<file path="src/rtl/uart_pkg.sv">
// uart_pkg: shared UART state encoding, widths and bit-period helper
package uart_pkg;
  localparam int BAUD_CNT_WIDTH = 15;
  localparam int UART_D_WIDTH = 8;
  localparam int PACKET_BITS = UART_D_WIDTH + 3;
  typedef enum logic [2:0] {IDLE, START, DATA, STOP1, STOP2} rx_state_e;
  function automatic int calc_baud_max(input int clk_freq, input int baud_rate, input int ovr);
    return ((ovr != 0) ? ovr : clk_freq / baud_rate) - 1;
  endfunction
endpackage

</file>
<file path="src/rtl/uart_rx_wfifo_if.sv">
// uart_rx_wfifo_if: write port from the UART receiver into the SDRAM wFIFO
interface uart_rx_wfifo_if #(parameter int D_WIDTH = 8);
  logic               wfifo_full;
  logic               wfifo_wr_en;
  logic [D_WIDTH-1:0] wfifo_wr_data;
  modport master (input wfifo_full, output wfifo_wr_en, output wfifo_wr_data);
  modport slave  (output wfifo_full, input wfifo_wr_en, input wfifo_wr_data);
endinterface

</file>
<file path="src/rtl/uart_rx_sync.sv">
// uart_rx_sync: two-flop rx synchronizer with history flop for falling-edge detect
module uart_rx_sync (
  input  logic sys_clk,
  input  logic sys_rst_n,
  input  logic rx,
  output logic level,
  output logic fall
);
  logic s1_q, s2_q, s3_q;
  always_ff @(posedge sys_clk) begin
    if (!sys_rst_n) begin
      s1_q <= 1'b1;
      s2_q <= 1'b1;
      s3_q <= 1'b1;
    end else begin
      s1_q <= rx;
      s2_q <= s1_q;
      s3_q <= s2_q;
    end
  end
  assign level = s2_q;
  assign fall  = s3_q & ~s2_q;
endmodule

</file>
<file path="src/rtl/uart_rx_wfifo.sv">
// uart_rx_wfifo: 8N2 UART receiver committing good bytes to the wFIFO with error pulses
module uart_rx_wfifo
  import uart_pkg::*;
#(
  parameter int CLK_FREQ     = 100_000_000,
  parameter int BAUD_RATE    = 9600,
  parameter int D_WIDTH      = 8,
  parameter int BAUD_CNT_OVR = 0
) (
  input  logic                   sys_clk,
  input  logic                   sys_rst_n,
  input  logic                   rx,
  uart_rx_wfifo_if.master        wfifo,
  output logic                   frame_err,
  output logic                   overrun_err,
  output logic                   rx_busy
);
  localparam logic [BAUD_CNT_WIDTH-1:0] BAUD_MAX = BAUD_CNT_WIDTH'(calc_baud_max(CLK_FREQ, BAUD_RATE, BAUD_CNT_OVR));
  localparam logic [BAUD_CNT_WIDTH-1:0] BAUD_MID = BAUD_MAX >> 1;
  localparam int BC_W = (D_WIDTH > 1) ? $clog2(D_WIDTH) : 1;
  localparam logic [BC_W-1:0] BIT_LAST = BC_W'(D_WIDTH - 1);

  rx_state_e                 state_q, state_d;
  logic [BAUD_CNT_WIDTH-1:0] baud_cnt_q, baud_cnt_d;
  logic [BC_W-1:0]           bit_cnt_q, bit_cnt_d;
  logic [D_WIDTH-1:0]        shift_q, shift_d, data_q, data_d;
  logic                      stop_bad_q, stop_bad_d, good_q, good_d, commit_q, commit_d;
  logic                      level, fall, at_max, commit_ok;

  uart_rx_sync u_sync (
    .sys_clk  (sys_clk),
    .sys_rst_n(sys_rst_n),
    .rx       (rx),
    .level    (level),
    .fall     (fall)
  );

  always_ff @(posedge sys_clk) begin
    if (!sys_rst_n) begin
      state_q    <= IDLE;
      baud_cnt_q <= '0;
      bit_cnt_q  <= '0;
      shift_q    <= '0;
      data_q     <= '0;
      stop_bad_q <= 1'b0;
      good_q     <= 1'b0;
      commit_q   <= 1'b0;
    end else begin
      state_q    <= state_d;
      baud_cnt_q <= baud_cnt_d;
      bit_cnt_q  <= bit_cnt_d;
      shift_q    <= shift_d;
      data_q     <= data_d;
      stop_bad_q <= stop_bad_d;
      good_q     <= good_d;
      commit_q   <= commit_d;
    end
  end

  assign at_max = baud_cnt_q == BAUD_MAX;

  always_comb begin
    state_d    = state_q;
    baud_cnt_d = baud_cnt_q + 1'b1;
    bit_cnt_d  = bit_cnt_q;
    shift_d    = shift_q;
    stop_bad_d = stop_bad_q;
    good_d     = good_q;
    commit_d   = 1'b0;
    case (state_q)
      IDLE: begin
        baud_cnt_d = '0;
        state_d    = fall ? START : IDLE;
      end
      START: if (baud_cnt_q == BAUD_MID) begin
        baud_cnt_d = '0;
        state_d    = level ? IDLE : DATA;
      end
      DATA: if (at_max) begin
        baud_cnt_d = '0;
        shift_d    = {level, shift_q[D_WIDTH-1:1]};
        bit_cnt_d  = (bit_cnt_q == BIT_LAST) ? '0 : bit_cnt_q + 1'b1;
        state_d    = (bit_cnt_q == BIT_LAST) ? STOP1 : DATA;
      end
      STOP1: if (at_max) begin
        baud_cnt_d = '0;
        stop_bad_d = ~level;
        state_d    = STOP2;
      end
      STOP2: if (at_max) begin
        baud_cnt_d = '0;
        good_d     = ~stop_bad_q & level;
        commit_d   = 1'b1;
        state_d    = IDLE;
      end
      default: state_d = IDLE;
    endcase
  end

  // commit happens the cycle after the STOP2 sample; wfifo_full is only looked at here
  assign commit_ok           = commit_q & good_q & ~wfifo.wfifo_full;
  assign data_d              = commit_ok ? shift_q : data_q;
  assign wfifo.wfifo_wr_en   = commit_ok;
  assign wfifo.wfifo_wr_data = data_d;
  assign frame_err           = commit_q & ~good_q;
  assign overrun_err         = commit_q & good_q & wfifo.wfifo_full;
  assign rx_busy             = state_q != IDLE;
endmodule

</file>
<file path="src/flat_wrapper.sv">
// flat-port wrapper written by rule: the top's interface ports become plain ports
module uart_rx_wfifo_flat import uart_pkg::*;
#(
  parameter int CLK_FREQ     = 100_000_000,
  parameter int BAUD_RATE    = 9600,
  parameter int D_WIDTH      = 8,
  parameter int BAUD_CNT_OVR = 0
)
  (sys_clk, sys_rst_n, rx, frame_err, overrun_err, rx_busy, wfifo_wfifo_full, wfifo_wfifo_wr_en, wfifo_wfifo_wr_data);
  uart_rx_wfifo_if #(.D_WIDTH(D_WIDTH)) wfifo_i ();
  input  logic sys_clk;
  input  logic sys_rst_n;
  input  logic rx;
  output logic frame_err;
  output logic overrun_err;
  output logic rx_busy;
  input wire logic [$bits(wfifo_i.wfifo_full)-1:0] wfifo_wfifo_full;
  output wire logic [$bits(wfifo_i.wfifo_wr_en)-1:0] wfifo_wfifo_wr_en;
  output wire logic [$bits(wfifo_i.wfifo_wr_data)-1:0] wfifo_wfifo_wr_data;
  assign wfifo_i.wfifo_full = wfifo_wfifo_full;
  assign wfifo_wfifo_wr_en = wfifo_i.wfifo_wr_en;
  assign wfifo_wfifo_wr_data = wfifo_i.wfifo_wr_data;
  uart_rx_wfifo #(.CLK_FREQ(CLK_FREQ), .BAUD_RATE(BAUD_RATE), .D_WIDTH(D_WIDTH), .BAUD_CNT_OVR(BAUD_CNT_OVR)) u_core (.sys_clk(sys_clk), .sys_rst_n(sys_rst_n), .rx(rx), .wfifo(wfifo_i), .frame_err(frame_err), .overrun_err(overrun_err), .rx_busy(rx_busy));
endmodule
</file>
<file path="config.mk">
export PLATFORM = sky130hd
export DESIGN_NAME = uart_rx_wfifo_flat
export DESIGN_NICKNAME = d
export VERILOG_FILES = /design/src/rtl/uart_pkg.sv /design/src/rtl/uart_rx_wfifo_if.sv /design/src/rtl/uart_rx_sync.sv /design/src/rtl/uart_rx_wfifo.sv /design/src/flat_wrapper.sv
export SDC_FILE = /design/constraint.sdc
export NUM_CORES = 1
export LEC_CHECK = 0
export CORE_UTILIZATION = 55
export CTS_CLUSTER_DIAMETER = 60
export DETAILED_ROUTE_END_ITERATION = 10
export PLACE_DENSITY = 0.86
export SYNTH_ARGS = -nofsm -noshare
export SYNTH_HDL_FRONTEND = slang
export SYNTH_SLANG_ARGS = --single-unit
</file>
<file path="constraint.sdc">
create_clock -name sys_clk -period 2.1 [get_ports sys_clk]
set_input_delay 0.63 -clock sys_clk [delete_from_list [all_inputs] [get_ports sys_clk]]
set_output_delay 0.63 -clock sys_clk [all_outputs]
set_load 0.01 [all_outputs]
</file>
Yosys cells after proc, flatten, opt, wreduce, memory -nomap -nowiden
Cells that the tools add are included.
{"block": "word_totals", "register_bits": 43, "input_bits": 4, "out_inout_bits": 12}
{"block": "classes", "n_addsub": 2, "eq_ne": 11, "mux": 14, "bitwise": 10, "n_reduce_logical": 8}
{"operator": "15-bit case mux with 3 select lines", "n": 1}
{"operator": "15-bit two-way mux", "n": 2}
{"operator": "15-bit by 1-bit adder with 15-bit output, second input constant", "n": 1}
{"operator": "15-bit by 13-bit equality test with 1-bit output, second input constant", "n": 1}
{"operator": "15-bit by 14-bit equality test with 1-bit output, second input constant", "n": 1}
{"operator": "3-bit two-way mux", "n": 5}
{"operator": "3-bit case mux with 5 select lines", "n": 1}
{"operator": "8-bit two-way mux", "n": 1}
{"operator": "2-bit by 1-bit inequality test with 1-bit output, second input constant", "n": 4}
{"operator": "2-bit AND reduction", "n": 4}
{"operator": "1-bit AND", "n": 6}
{"operator": "3-bit by 2-bit equality test with 1-bit output, second input constant", "n": 2}
{"operator": "3-bit equality test, second input constant", "n": 2}
{"operator": "1-bit NOT", "n": 4}
{"operator": "4-bit AND reduction", "n": 1}
{"operator": "3-bit by 1-bit adder with 3-bit output, second input constant", "n": 1}
{"operator": "3-bit by 1-bit equality test with 1-bit output, second input constant", "n": 1}
{"operator": "3-bit logical NOT", "n": 1}
{"operator": "1-bit two-way mux", "n": 3}
{"operator": "3-bit nonzero test", "n": 1}
{"operator": "3-bit OR reduction", "n": 1}
{"operator": "2-bit two-way mux", "n": 1}

Depth between registers and ports, before layout
{"block": "depth", "word_depth": 4, "depth_mapped": 6}

Hierarchy
A second synthesis with hierarchy kept.
{"block": "unflattened", "cells_unflattened": 212, "area_unflattened_um2": 2018.2}
{"module": "uart_rx_wfifo", "n_inst": 1, "cells_each": 205, "area_per_inst_um2": 1933.1, "seq_area_each_um2": 800.8}
{"module": "uart_rx_sync", "n_inst": 1, "cells_each": 7, "area_per_inst_um2": 85.1, "seq_area_each_um2": 60.1}

Least setup slack after synthesis
Ideal clock, no wire load.
{"block": "synth_path", "path_kind": "input -> output", "from": "input wfifo_wfifo_full", "to": "output wfifo_wfifo_wr_data[0]", "t_arrival_ps": 1318, "slack_ps": 152, "cell_stages": 2, "path_buffers": 0, "cell_sequence": "nand3b_1 > mux2_2"}
{"block": "synth_via", "elab_chain_cells": 3}
{"element": "from (decl)", "line": "flat_wrapper.sv:17", "text": "input wire logic [$bits(wfifo_i.wfifo_full)-1:0] wfifo_wfifo_full;"}
{"element": "1-bit NOT", "line": "uart_rx_wfifo.sv:101", "text": "assign commit_ok = commit_q & good_q & ~wfifo.wfifo_full;"}
{"element": "1-bit AND", "line": "uart_rx_wfifo.sv:101"}
{"element": "8-bit two-way mux", "line": "uart_rx_wfifo.sv:102", "text": "assign data_d = commit_ok ? shift_q : data_q;"}
{"element": "to (decl)", "line": "flat_wrapper.sv:19", "text": "output wire logic [$bits(wfifo_i.wfifo_wr_data)-1:0] wfifo_wfifo_wr_data;"}
No other way between the ends.

Worst setup path in the final report
{"block": "layout_path", "from": "input wfifo_wfifo_full", "to": "output wfifo_wfifo_wr_data[4]"}
The elaborated chain is that of the path after synthesis.

==> flow_summary.ini <==
[logic_synthesis]
yosysTopAreaCell = dfxtp_1
synthArstFlopShare = 0
synth_area_per_cell_um2 = 9.37
synth_mux_area_frac = 0.0467
synthSimpleGateAreaFrac = 0.287
ys_warn_count = 0
synth_edf_count = 0
synth-compound-area-share = 0.114
synth_xor_area_frac = 0.0544
syn-num-nets = 213
synth_area_mm2 = 0.00193
synth_fa_ha_area_frac = 0.0194
synth_cell_types = 39
synth_top_family_by_area = simple AND/OR/NAND/NOR gates
synth_flop_cell = dfxtp_1
synthTopCellsByArea = dfxtp_1 (45%), nor3_1 (4.7%), mux2_2 (4.7%)
synthCells = 206
synth_top_area_frac = 0.446
seq_area_frac_synth = 0.446
ys_ff_latch = 43

[detailed_routing]
routedWlPerCell_um = 14.0
ant_nets = 0
drc = 0
num_vias = 1583
viasPerCell = 5.69
routed_wl_um = 3890
first_iter_violations = 43
drt-pass1-iter-count = 4

[cells_and_area]
layout_commonest_cell = dfxtp_1
syn_to_final_growth_pct = 18.2
final_cell_mix = dfxtp_1 (41), nor3_1 (18), nand3_1 (15), a21oi_1 (15), o21ai_0 (14)
final_layout_size_suffix_gt1_frac = 0.198
design_area_mm2 = 0.00228
antennaDiodeCount = 0
post-route-util = 0.684
nets = 238

[floorplan]
ioPinCount = 16
die_y_um = 61.2
core_area_mm2 = 0.00334
rows = 21
dieArea_mm2 = 0.00375
die_x_um = 61.2
initial_core_util = 0.579

[grt]
antenna_found_initial = 0
grt_pass1_vias = 1406
grt_pass1_wl_um = 6470
grt_max_degree = 20
track_usage = 0.238
overflow = 0

[sta]
setup_viol = 8
finalHoldViolations = 0
fin_ws_ps = -104
fin_crit_ps = 2200
fmax_mhz = 454
tightest_slew_ps = 513
slew_viol_final = 0
slew_headroom = 0.657
fin_skew_ps = 18.0
rsz0062_at_grt = yes
fin_crit_sh = 1.05

[power]
power.density_mw_per_mm2 = 557
vdd_drop_max_v = 0.000327
power_leakage_nw = 0.828

[status]
status = complete, but fails checks
violations = negative setup slack

[clock_network]
insertion_delay_ps = 370
postCtsHoldBufs = 0
numCtsBuffers = 5
h-tree-depth = 2
clockBufferDepth = 2
cts_tree = done
cts-root-buf = clkbuf_4
cts.sinks = 43
clk_pin_slew_worst_paths_ps = 120

[worst_setup_path]
path_cells = buf_6, nand3b_1, buf_6, mux2_4, buf_6
cp.buffers_inverters = 3
crit_family = buffers and inverters
path_class = in2out
crit_cells = 5
cpMostUsedCell = buf_6
critPathMaxFanout = 5
crit_path_max_incr_delay_ps = 310
arrival_ps = 1570
cp_slowest_cell = mux2_4
worstPathRequired_ps = 1470
worstSetupStartpointType = input pin
rr_worst_depth = 6
endpoint_kind = output port

[placed_design]
dpl_worst_slack_ps = -760
hpwl_um = 2650
numPortBuffers = 15
place_congestion = 0.837
post_dp_cell_area_mm2 = 0.00217

[job]
maxCapViolations = 0

[min_path]
hold_depth = 1
min_path_type = reg2reg
[repair_timing]
item / 4_1_cts / 5_1_grt
gates cloned: 1 / 0
gates resized for setup: 61 / 0
endpoints found under the setup margin: 12 / 8
hold endpoints to repair: 0 / 0
setup buffers: 1 / 0
[metal layers]
metal	routed length, um	part of all wire	GRT usage	vias up
met2	1810	0.47	0.380	27
li1	-	-	-	798
met4	55	0.014	0.0779	0
met5	0	0	0	-
met1	1890	0.49	0.317	753
met3	133	0.034	0.0567	5
[final timing paths]
check / from / endpoint / slack [ps]
max: wfifo_wfifo_full / wfifo_wfifo_wr_data[4] / -100
min: u_core.u_sync.s1_q / u_core.u_sync.level / 430
max reg2reg: u_core.baud_cnt_q[0] / u_core.baud_cnt_q[10] / 200
min reg2reg: u_core.u_sync.s1_q / u_core.u_sync.level / 430
[state kept, by name (all words and copies together), names as in the netlist]
signal	flops
u_core.u_sync.s1_q	1
u_core.shift_q	8
u_core.stop_bad_q	1
u_core.state_q	3
u_core.bit_cnt_q	3
u_core.commit_q	1
u_core.u_sync.level	1
u_core.u_sync.s3_q	1
u_core.good_q	1
u_core.baud_cnt_q	15
u_core.data_q	8
[power breakdown]
group	leakage, nW	switching (mW)	internal (mW)
Clock	0.0314	0.280	0.134
Combinational	0.449	0.0205	0.0161
Sequential	0.348	0.00217	0.819
Total	0.828	0.302	0.969
[cells by family after synthesis]
group,Yosys count
AOI/OAI and AO/OA,36
adders and majority gates,3
DFF,43
and+or+nand+nor,90
muxes,8
xor gates and xnor gates,12
buffers and inverters,14
[synth_stat cells, drive strengths merged, types with 4 or more instances]
library cell and number:
dfxtp 43, nand2b 5, nand2 9, a21oi 15, nand4 6, and2 8, nor3b 5, inv 4
mux2 8, clkbuf 7, o21ai 14, xnor2 9, nand3 15, nor3 19, nor4 4
[through the flow]
step / std cells / total power [mW] / setup TNS (ps) / hold WS [ps]
4_1_cts: 278 / 1.28 / -666 / 437
3_3_place_gp: 268 / 0.875 / -6430 / 389
5_1_grt: 278 / 1.32 / -892 / 442
6_report: 278 / 1.27 / -668 / 429
3_5_place_dp: 268 / 0.876 / -6800 / 402
2_1_floorplan: 206 / 0.859 / 0 / 386
[layout make-up]
type	count	area, um2
clock buffer	5	37.5
clock inverter	3	25.0
fill	258	1050
inverter	4	15.0
multi-input combinational	149	1030
sequential	43	863
tap	46	57.6
timing repair buffer	28	258
No activity file was read; power rests on OpenSTA's default activity.
